**src/rtl/hb_up2_pkg.sv**
```systemverilog
// Shared types and defaults for the hb_up2 burst sequencer.
package hb_up2_pkg;

  typedef enum logic [1:0] {
    IDLE     = 2'd0,
    FLUSH_IN = 2'd1,
    RUN      = 2'd2,
    DRAIN    = 2'd3
  } state_t;

  // Clocks from a registered xin to the matching yout0/yout1 pair at hb_up2.
  localparam int HB_UP2_LATENCY = 6;

  // Zero samples pushed before and after a burst to clear filter history.
  localparam int HB_UP2_FLUSH = 8;

endpackage

```
**src/rtl/sat_cnt.sv**
```systemverilog
// Saturating up-counter; sticks at all-ones, cleared only by reset.
module sat_cnt #(
  parameter int W = 32
) (
  input  logic         clk,
  input  logic         rst,
  input  logic         inc,
  output logic [W-1:0] cnt
);

  // Count up on inc until every bit is set, then hold.
  always_ff @(posedge clk or posedge rst) begin
    if (rst)
      cnt <= '0;
    else if (inc && (cnt != {W{1'b1}}))
      cnt <= cnt + W'(1);
  end

endmodule

```
**src/rtl/hb_up2_ctrl.sv**
```systemverilog
// Burst sequencer for the hb_up2 x2 interpolator: feeds xin every clock,
// tags real samples through the filter latency and emits a valid-qualified
// output pair stream with saturating status counters.
module hb_up2_ctrl
  import hb_up2_pkg::*;
#(
  parameter int XIN_WIDTH    = 16,
  parameter int YOUT_WIDTH   = 16,
  parameter int DUT_LATENCY  = HB_UP2_LATENCY,
  parameter int FLUSH_CYCLES = HB_UP2_FLUSH,
  parameter int CNT_WIDTH    = 32
) (
  input  logic                  clk,
  input  logic                  rst,
  input  logic                  start,
  input  logic                  stop,
  input  logic                  s_valid,
  input  logic [XIN_WIDTH-1:0]  s_data,
  output logic                  s_ready,
  output logic [XIN_WIDTH-1:0]  hb_xin,
  input  logic [YOUT_WIDTH-1:0] hb_yout0,
  input  logic [YOUT_WIDTH-1:0] hb_yout1,
  input  logic                  hb_ovf,
  output logic                  m_valid,
  output logic [YOUT_WIDTH-1:0] m_data0,
  output logic [YOUT_WIDTH-1:0] m_data1,
  output logic                  m_ovf,
  output logic                  busy,
  output logic                  underrun,
  output logic [CNT_WIDTH-1:0]  out_cnt,
  output logic [CNT_WIDTH-1:0]  ovf_cnt
);

  // DRAIN must cover both the flush zeros and the tail still inside the filter.
  localparam int DRAIN_CYCLES = FLUSH_CYCLES + DUT_LATENCY;
  localparam int PW           = $clog2(DRAIN_CYCLES + 1);

  state_t                 state, state_nxt;
  logic [PW-1:0]          phase_cnt;
  logic                   stop_pend;
  logic                   stop_eff;
  logic                   tag_in;
  logic [XIN_WIDTH-1:0]   xin_nxt;
  logic [DUT_LATENCY:0]   vld_pipe;
  logic                   tag_al;

  assign stop_eff = stop | stop_pend;
  assign tag_al   = vld_pipe[DUT_LATENCY];

  // State register.
  always_ff @(posedge clk or posedge rst) begin
    if (rst) state <= IDLE;
    else     state <= state_nxt;
  end

  // Next-state logic; start only counts in IDLE, stop only in RUN (or latched).
  always_comb begin
    state_nxt = state;
    case (state)
      IDLE:     if (start) state_nxt = FLUSH_IN;
      FLUSH_IN: if (phase_cnt == PW'(FLUSH_CYCLES - 1)) state_nxt = RUN;
      RUN:      if (stop_eff) state_nxt = DRAIN;
      DRAIN:    if (phase_cnt == PW'(DRAIN_CYCLES - 1)) state_nxt = IDLE;
      default:  state_nxt = IDLE;
    endcase
  end

  // Output decode: what to present to the filter and the upstream handshake.
  always_comb begin
    s_ready = (state == RUN);
    busy    = (state != IDLE);
    tag_in  = (state == RUN) && s_valid;
    xin_nxt = tag_in ? s_data : '0;
  end

  // Cycles spent in the current state; restarts on every transition.
  always_ff @(posedge clk or posedge rst) begin
    if (rst)                     phase_cnt <= '0;
    else if (state_nxt != state) phase_cnt <= '0;
    else if (state != IDLE)      phase_cnt <= phase_cnt + PW'(1);
  end

  // Stop seen before RUN is held so RUN lasts a single cycle.
  always_ff @(posedge clk or posedge rst) begin
    if (rst)                          stop_pend <= 1'b0;
    else if (state == IDLE && start)  stop_pend <= stop;
    else if (state == FLUSH_IN && stop) stop_pend <= 1'b1;
    else if (state == RUN)            stop_pend <= 1'b0;
  end

  // Sticky underrun; a fresh burst starts clean.
  always_ff @(posedge clk or posedge rst) begin
    if (rst)                         underrun <= 1'b0;
    else if (state == IDLE && start) underrun <= 1'b0;
    else if (state == RUN && !s_valid) underrun <= 1'b1;
  end

  // Filter input register and the tag shift register that rides beside it;
  // vld_pipe[0] lines up with hb_xin, vld_pipe[DUT_LATENCY] with yout.
  always_ff @(posedge clk or posedge rst) begin
    if (rst) begin
      hb_xin   <= '0;
      vld_pipe <= '0;
    end else begin
      hb_xin   <= xin_nxt;
      vld_pipe <= {vld_pipe[DUT_LATENCY-1:0], tag_in};
    end
  end

  // Output pair register; data only moves on a tagged pair.
  always_ff @(posedge clk or posedge rst) begin
    if (rst) begin
      m_valid <= 1'b0;
      m_ovf   <= 1'b0;
      m_data0 <= '0;
      m_data1 <= '0;
    end else begin
      m_valid <= tag_al;
      m_ovf   <= hb_ovf & tag_al;
      if (tag_al) begin
        m_data0 <= hb_yout0;
        m_data1 <= hb_yout1;
      end
    end
  end

  sat_cnt #(.W(CNT_WIDTH)) u_out_cnt (
    .clk (clk),
    .rst (rst),
    .inc (m_valid),
    .cnt (out_cnt)
  );

  sat_cnt #(.W(CNT_WIDTH)) u_ovf_cnt (
    .clk (clk),
    .rst (rst),
    .inc (m_valid & m_ovf),
    .cnt (ovf_cnt)
  );

endmodule

```
**config.mk**
```make
export PLATFORM = sky130hd
export DESIGN_NAME = hb_up2_ctrl
export DESIGN_NICKNAME = d
export VERILOG_FILES = /design/src/rtl/hb_up2_pkg.sv /design/src/rtl/sat_cnt.sv /design/src/rtl/hb_up2_ctrl.sv
export SDC_FILE = /design/constraint.sdc
export NUM_CORES = 1
export LEC_CHECK = 0
export BUFFER_PORTS_ARGS = -buffer_cell sky130_fd_sc_hd__buf_4
export CORE_ASPECT_RATIO = 1.5
export CORE_MARGIN = 3
export CORE_UTILIZATION = 48
export DETAILED_ROUTE_END_ITERATION = 6
export GPL_ROUTABILITY_DRIVEN = 0
export GPL_TIMING_DRIVEN = 0
export PLACE_DENSITY = 0.82
export SLEW_MARGIN = 20
export SYNTH_ARGS = -nofsm -noshare
export SYNTH_HDL_FRONTEND = slang
export SYNTH_HIERARCHICAL = 1
export SYNTH_SLANG_ARGS = --single-unit
```
**constraint.sdc**
```tcl
create_clock -name clk -period 3.6 [get_ports clk]
set_clock_uncertainty 0.2 [all_clocks]
set_input_delay 0.18 -clock clk [delete_from_list [all_inputs] [get_ports clk]]
set_output_delay 0.18 -clock clk [all_outputs]
set_load 0.02 [all_outputs]
```
==> Word level (Yosys, flattened, before mapping) <==
Cells that the tools add are included.
{ "word_totals": {"reg_bits": 129, "inputBits": 54, "output_inout_bits": 117, "elab_cells": 51} }
{ "classes": {"add_sub_neg": 3, "n_eq_ne": 8, "muxes": 13, "n_bitwise": 3, "n_reduce_logical": 12} }
{ "op_table": {"columns": ["operator", "count"], "rows": [
  ["$add 32x1->32 const B", 2],
  ["$ne 32x32->1 const B", 2],
  ["$mux 16", 1],
  ["$mux 2", 4],
  ["$mux 4", 2],
  ["$pmux 2 s4", 1],
  ["$logic_and 1x1->1", 6],
  ["$reduce_bool 2->1", 3],
  ["$mux 1", 5],
  ["$add 4x1->4 const B", 1],
  ["$eq 2x2->1 const B", 2],
  ["$eq 4x3->1 const B", 1],
  ["$eq 4x4->1 const B", 1],
  ["$reduce_bool 3->1", 1],
  ["$and 1x1->1", 2],
  ["$eq 2x1->1 const B", 1],
  ["$logic_not 2->1", 1],
  ["$ne 2x2->1", 1],
  ["$logic_not 1->1", 1],
  ["$or 1x1->1", 1]
]} }

==> Logic depth before layout (Yosys ltp) <==
{ "depth": {"word_depth": 5, "ltp_mapped": 7, "mapped_depth_nobuf": 6} }

==> By module <==
The synthesis kept the hierarchy.
{ "modules_own_cells": {"columns": ["mod", "n_inst", "cells_per_inst", "area_each_um2"], "rows": [
  ["sat_cnt", 2, 139, 1561.5],
  ["hb_up2_ctrl", 1, 162, 2419.8]
]} }

==> Least setup slack after synthesis <==
OpenSTA, ideal clock, no wires.
{ "synth_timing": {"kind": "reg-to-reg", "startpoint": "reg m_valid", "endpoint": "reg u_ovf_cnt.cnt[21]", "setup_time_ns": 0.130, "t_arrival_ns": 2.013, "t_required_ns": 3.270, "path_slack_ns": 1.257, "path_stages_with_launch": 8, "n_path_buf": 1, "path_cell_list": "dfrtp_1 > and2_1 > clkbuf_2 > nand3_1 > or4_4 > a311oi_4 > nand4_1 > xnor2_1"} }
{ "synth_via": {"elab_chain_cells": 2} }
{ "synth_lines": {"columns": ["item", "line", "rtl"], "rows": [
  ["from (decl)", "hb_up2_ctrl.sv:24", "output logic m_valid,"],
  ["from (signal assigned)", "hb_up2_ctrl.sv:118", "m_valid <= tag_al;"],
  ["$and 1x1->1", "hb_up2_ctrl.sv:137", ".inc (m_valid & m_ovf),"],
  ["$logic_and 1x1->1", "sat_cnt.sv:15", "else if (inc && (cnt != {W{1'b1}}))"],
  ["to (signal assigned)", "sat_cnt.sv:16", "cnt <= cnt + W'(1);"],
  ["to (decl)", "sat_cnt.sv:8", "output logic [W-1:0] cnt"]
]} }
Every way passes these cells.
A chain may end at the register's enable or synchronous reset.

==> Final worst setup path <==
{ "layout_timing": {"startpoint": "reg m_valid", "endpoint": "reg u_ovf_cnt.cnt[31]"} }
The elaborated chain is that of the path after synthesis.

==> run summary <==
The capturing point of the worst reg2reg path is u_ovf_cnt/cnt[31]. The setup path with the least slack is of type reg2reg. Setup repair after global routing left no endpoint under its margin. The final period utilization is 0.683.

The die outline area came out at roughly 0.013 sq mm. The category of the worst setup path capture point is a flip-flop. The total nets after synthesis came out at 498. The endpoint of the most critical setup path is u_ovf_cnt/cnt[31].

The data arrival time at the worst-slack endpoint is between 2 and 3 ns. In this run the post-CTS setup repair buffer count came out at 0. The total internal power came out at 3360 uW. The max-cap check violation count came out at 0. The standard cell area after detailed placement came out at 0.00703 sq mm. The count of input and output buffers came out at 170. The flow ran to the end, and the final reports show no timing, DRC or antenna violations.

The async set or reset register ratio after synthesis came out at 1.00. The count of different cell masters after synthesis is 40. Leaving out fill and tap cells, the most frequent cells in the layout are buf_4 (170), dfrtp_1 (129), dlygate4sd3_1 (61). The synthesis-to-finish area growth came out at 48.5%.

Summing internal, switching and leakage power gives 4700 uW. The number of standard-cell rows in the floorplan came out at 47. The layout filler cell count is 720. The clock tree root driver cell is clkbuf_16.

The average wire per standard cell is 17.5 um. Static timing analysis puts the maximum clock frequency at 407 MHz. The setup violation total in the final timing report is 0. The via count came out at 4542. With fillers left out, the area of the finished cells amounts to roughly 0.0082 sq mm. The clock transition time at the flip-flop clock pins of the worst setup and hold paths came out at around 0.060 ns. The later pin in the worst-skew pair is clocked with a latency of about 0.4 ns. 0 antenna diodes ended up in the layout.

Yosys mapped a number of flops with a built-in enable equal to 0. The startpoint identified for the worst register-to-register timing path is m_valid. In the post-synthesis netlist, the biggest area contributors are dfrtp_1 (58%), xnor2_1 (8.4%), mux2_2 (6.9%), and3_1 (4.2%), nand3_1 (4.1%). After synthesis, the mean cell area works out to 12.6 sq um. The number of max-slew violations in the final report came out at 0.

The fraction of power consumed by sequential logic came out at 0.390. The depth of the worst register-to-register path is 7. For the pin with the worst max-slew slack, the measured transition is 0.706 ns. Summed over all instances, the cell type with the most area after synthesis is dfrtp_1. The net switching power of the design came out at 1340 uW. In the global route stage, overall resource usage came out at 0.237. The share of synthesized area in the top cell type comes to 0.582. In this run the static leakage power is 0.00405 uW. The worst-path maximum fanout came out at 10. The final layout contains routed wiring with a total length of 14900 um. The per-cell via count in the routed design is around 5.3. The sum of overflow across all layers after global routing came out at 0. The y dimension of the die came out at approximately 140 um. The half-perimeter wire length after detailed placement is 9770 um. The routed design could run at a clock period as short as approximately 2.5 ns. The number of search-and-repair iterations in the first detailed-routing pass came out at 4. The DRC violation count after routing is 0.

The class of the tightest hold or removal check is in2async. The maximum buffer depth of the clock tree is 2. The most critical setup path has its startpoint at m_valid. The number of top-level pins came out at 171.

The pin count of the biggest net entering global routing is 57. The power share of the combinational group is 0.246. For flop-to-flop paths, the worst setup slack is 1.14 ns. The first-iteration detailed-routing DRC count came out at about 170. The peak supply drop is between 400 and 500 uV. The post-route setup TNS came out at 0 ns. The part of the total power dissipated in the clock network is 0.365. CTS built an H-tree with a depth of 4. For this run, the leading register cell type out of synthesis is dfrtp_1. The switching share of total power is 0.286. The horizontal die dimension is 93.7 um. The number of instances in the synthesized netlist came out at 440. The number of nets at the end of the flow came out at 749. The fraction of the yosys area taken by sequential cells came out at 0.582. The via count of the first global-routing pass is 4809.

The power per standard cell area is 571 mW/mm^2. The total of warnings raised by yosys came out at 6. The remaining antenna violation count is 0. The synthesized cell area is about 0.0055 sq mm. The first-pass GRT wire length came out at between 20000 and 25000 um. The TritonCTS sink count is between 100 and 150. The initial antenna violation count is 0.

The proportion of layout cells with a drive suffix above 1 came out at 0.374. The library cell used most frequently in the layout, excluding fill and tap cells, is buf_4. In this run the tightest slew margin relative to its limit is 0.528. The core area is between 0.01 and 0.015 sq mm.

For this configuration, the core starts out at a cell density of 0.496. The CTS tree is yes. The final-report hold violation count came out at 0. The required time of the critical path is roughly 3.7 ns. The number of clock buffers added by TritonCTS is 17. The register bit total from synthesis came out at 129.

Measured on the finished design, the core utilization comes to 0.737. STA classifies the critical path startpoint as a flip-flop.
==> Yosys cell counts, types with 2 or more instances <==
| cell type | instances |
|---|---|
| or4_4 | 2 |
| xnor2_1 | 53 |
| nor4_1 | 2 |
| inv_1 | 11 |
| nand4_1 | 20 |
| dfrtp_1 | 129 |
| a311oi_4 | 2 |
| and2_1 | 3 |
| clkbuf_2 | 2 |
| and4_2 | 2 |
| a31oi_1 | 5 |
| ha_1 | 4 |
| a2111oi_4 | 3 |
| or3_1 | 2 |
| clkbuf_1 | 6 |
| buf_2 | 6 |
| nand4_2 | 2 |
| nor3_1 | 5 |
| a21oi_1 | 6 |
| nor2_1 | 10 |
| a41oi_1 | 4 |
| and4_1 | 2 |
| xor2_1 | 6 |
| o22ai_1 | 3 |
| mux2_2 | 34 |
| nor4_4 | 2 |
| nand2_2 | 2 |
| nand3_1 | 45 |
| o21ai_0 | 3 |
| mux2i_1 | 3 |
| nand2_1 | 16 |
| and3_1 | 37 |
==> worst max-delay path: stages, from the launching register on <==
cell,delay (ns)
dfrtp_1,0.35
and2_1,0.13
clkbuf_2,0.18
nand3_1,0.13
or4_4,0.45
a311oi_4,0.52
nand4_1,0.20
xnor2_1,0.17
==> state kept, by name (all words and copies together), names as in the netlist, 2 cells and up <==
register and flops:
u_ovf_cnt/cnt 32, vld_pipe 7, m_data0 16, phase_cnt 4
state 2, u_out_cnt/cnt 32, hb_xin 16, m_data1 16
==> cell families after synthesis <==
| family | after synthesis | share of synthesized area |
|---|---|---|
| AND/OR/NAND/NOR | 156 | 0.166 |
| flip-flops | 129 | 0.582 |
| XOR/XNOR | 59 | 0.0932 |
| multiplexers | 37 | 0.0745 |
| AO/OA/AOI/OAI | 29 | 0.0544 |
| buffers and inverters | 26 | 0.0208 |
| adder cells (fa/ha/maj) | 4 | 0.00903 |
==> layout make-up <==
type | instances | area [sq um] | area share
buffer | 15 | 73.8 | 0.00897
clock buffer | 22 | 454 | 0.0552
clock inverter | 9 | 134 | 0.0163
inverter | 11 | 43.8 | 0.00532
multi-input combinational | 285 | 2200 | 0.267
sequential | 129 | 3230 | 0.392
tap | 147 | 184 | 0.0223
timing repair buffer | 232 | 1910 | 0.233
==> worst min-delay path by stage <==
stage	endpoint	slack (ns)	cells past startpoint
after floorplan	u_out_cnt/cnt[0]	0.1	1
after global placement	vld_pipe[1]	0.14	0
after detailed placement	m_valid	-0.08	2
after CTS	m_data1[2]	0.06	3
after global routing	m_data1[5]	0.06	3
final	m_data1[2]	0.05	3
==> routing by layer <==
layer	routed length, um	vias up	share of wire	global-route usage
met4	144	0	0.0097	0.0635
li1	-	2092	-	-
met5	0	-	0	0
met3	851	12	0.057	0.0803
met2	8180	158	0.55	0.427
met1	5690	2280	0.38	0.266
==> timing repair <==
action	CTS	global route
hold buffers	61	0
hold endpoints to repair	181	0
gates resized for setup	0	0
==> power by group through the flow <==
stage	sequential (uW)	clock, uW	combinational, uW
after CTS	1820	1730	1140
after floorplan	2040	0	409
after global routing	1860	1800	1220
after detailed placement	1840	0	1080
after global placement	1830	0	1030
final	1830	1710	1150
==> per-stage QoR <==
| stage | hold WS (ns) | setup WS (ns) | cells |
|---|---|---|---|
| 2_1_floorplan | 0.0962 | 1.26 | 440 |
| 3_3_place_gp | 0.135 | 0.862 | 757 |
| 3_5_place_dp | -0.0759 | 1.16 | 758 |
| 4_1_cts | 0.0562 | 1.15 | 850 |
| 5_1_grt | 0.0574 | 0.992 | 850 |
| 6_report | 0.0518 | 1.14 | 850 |
Note: power is estimated with default switching activity, not from simulation.
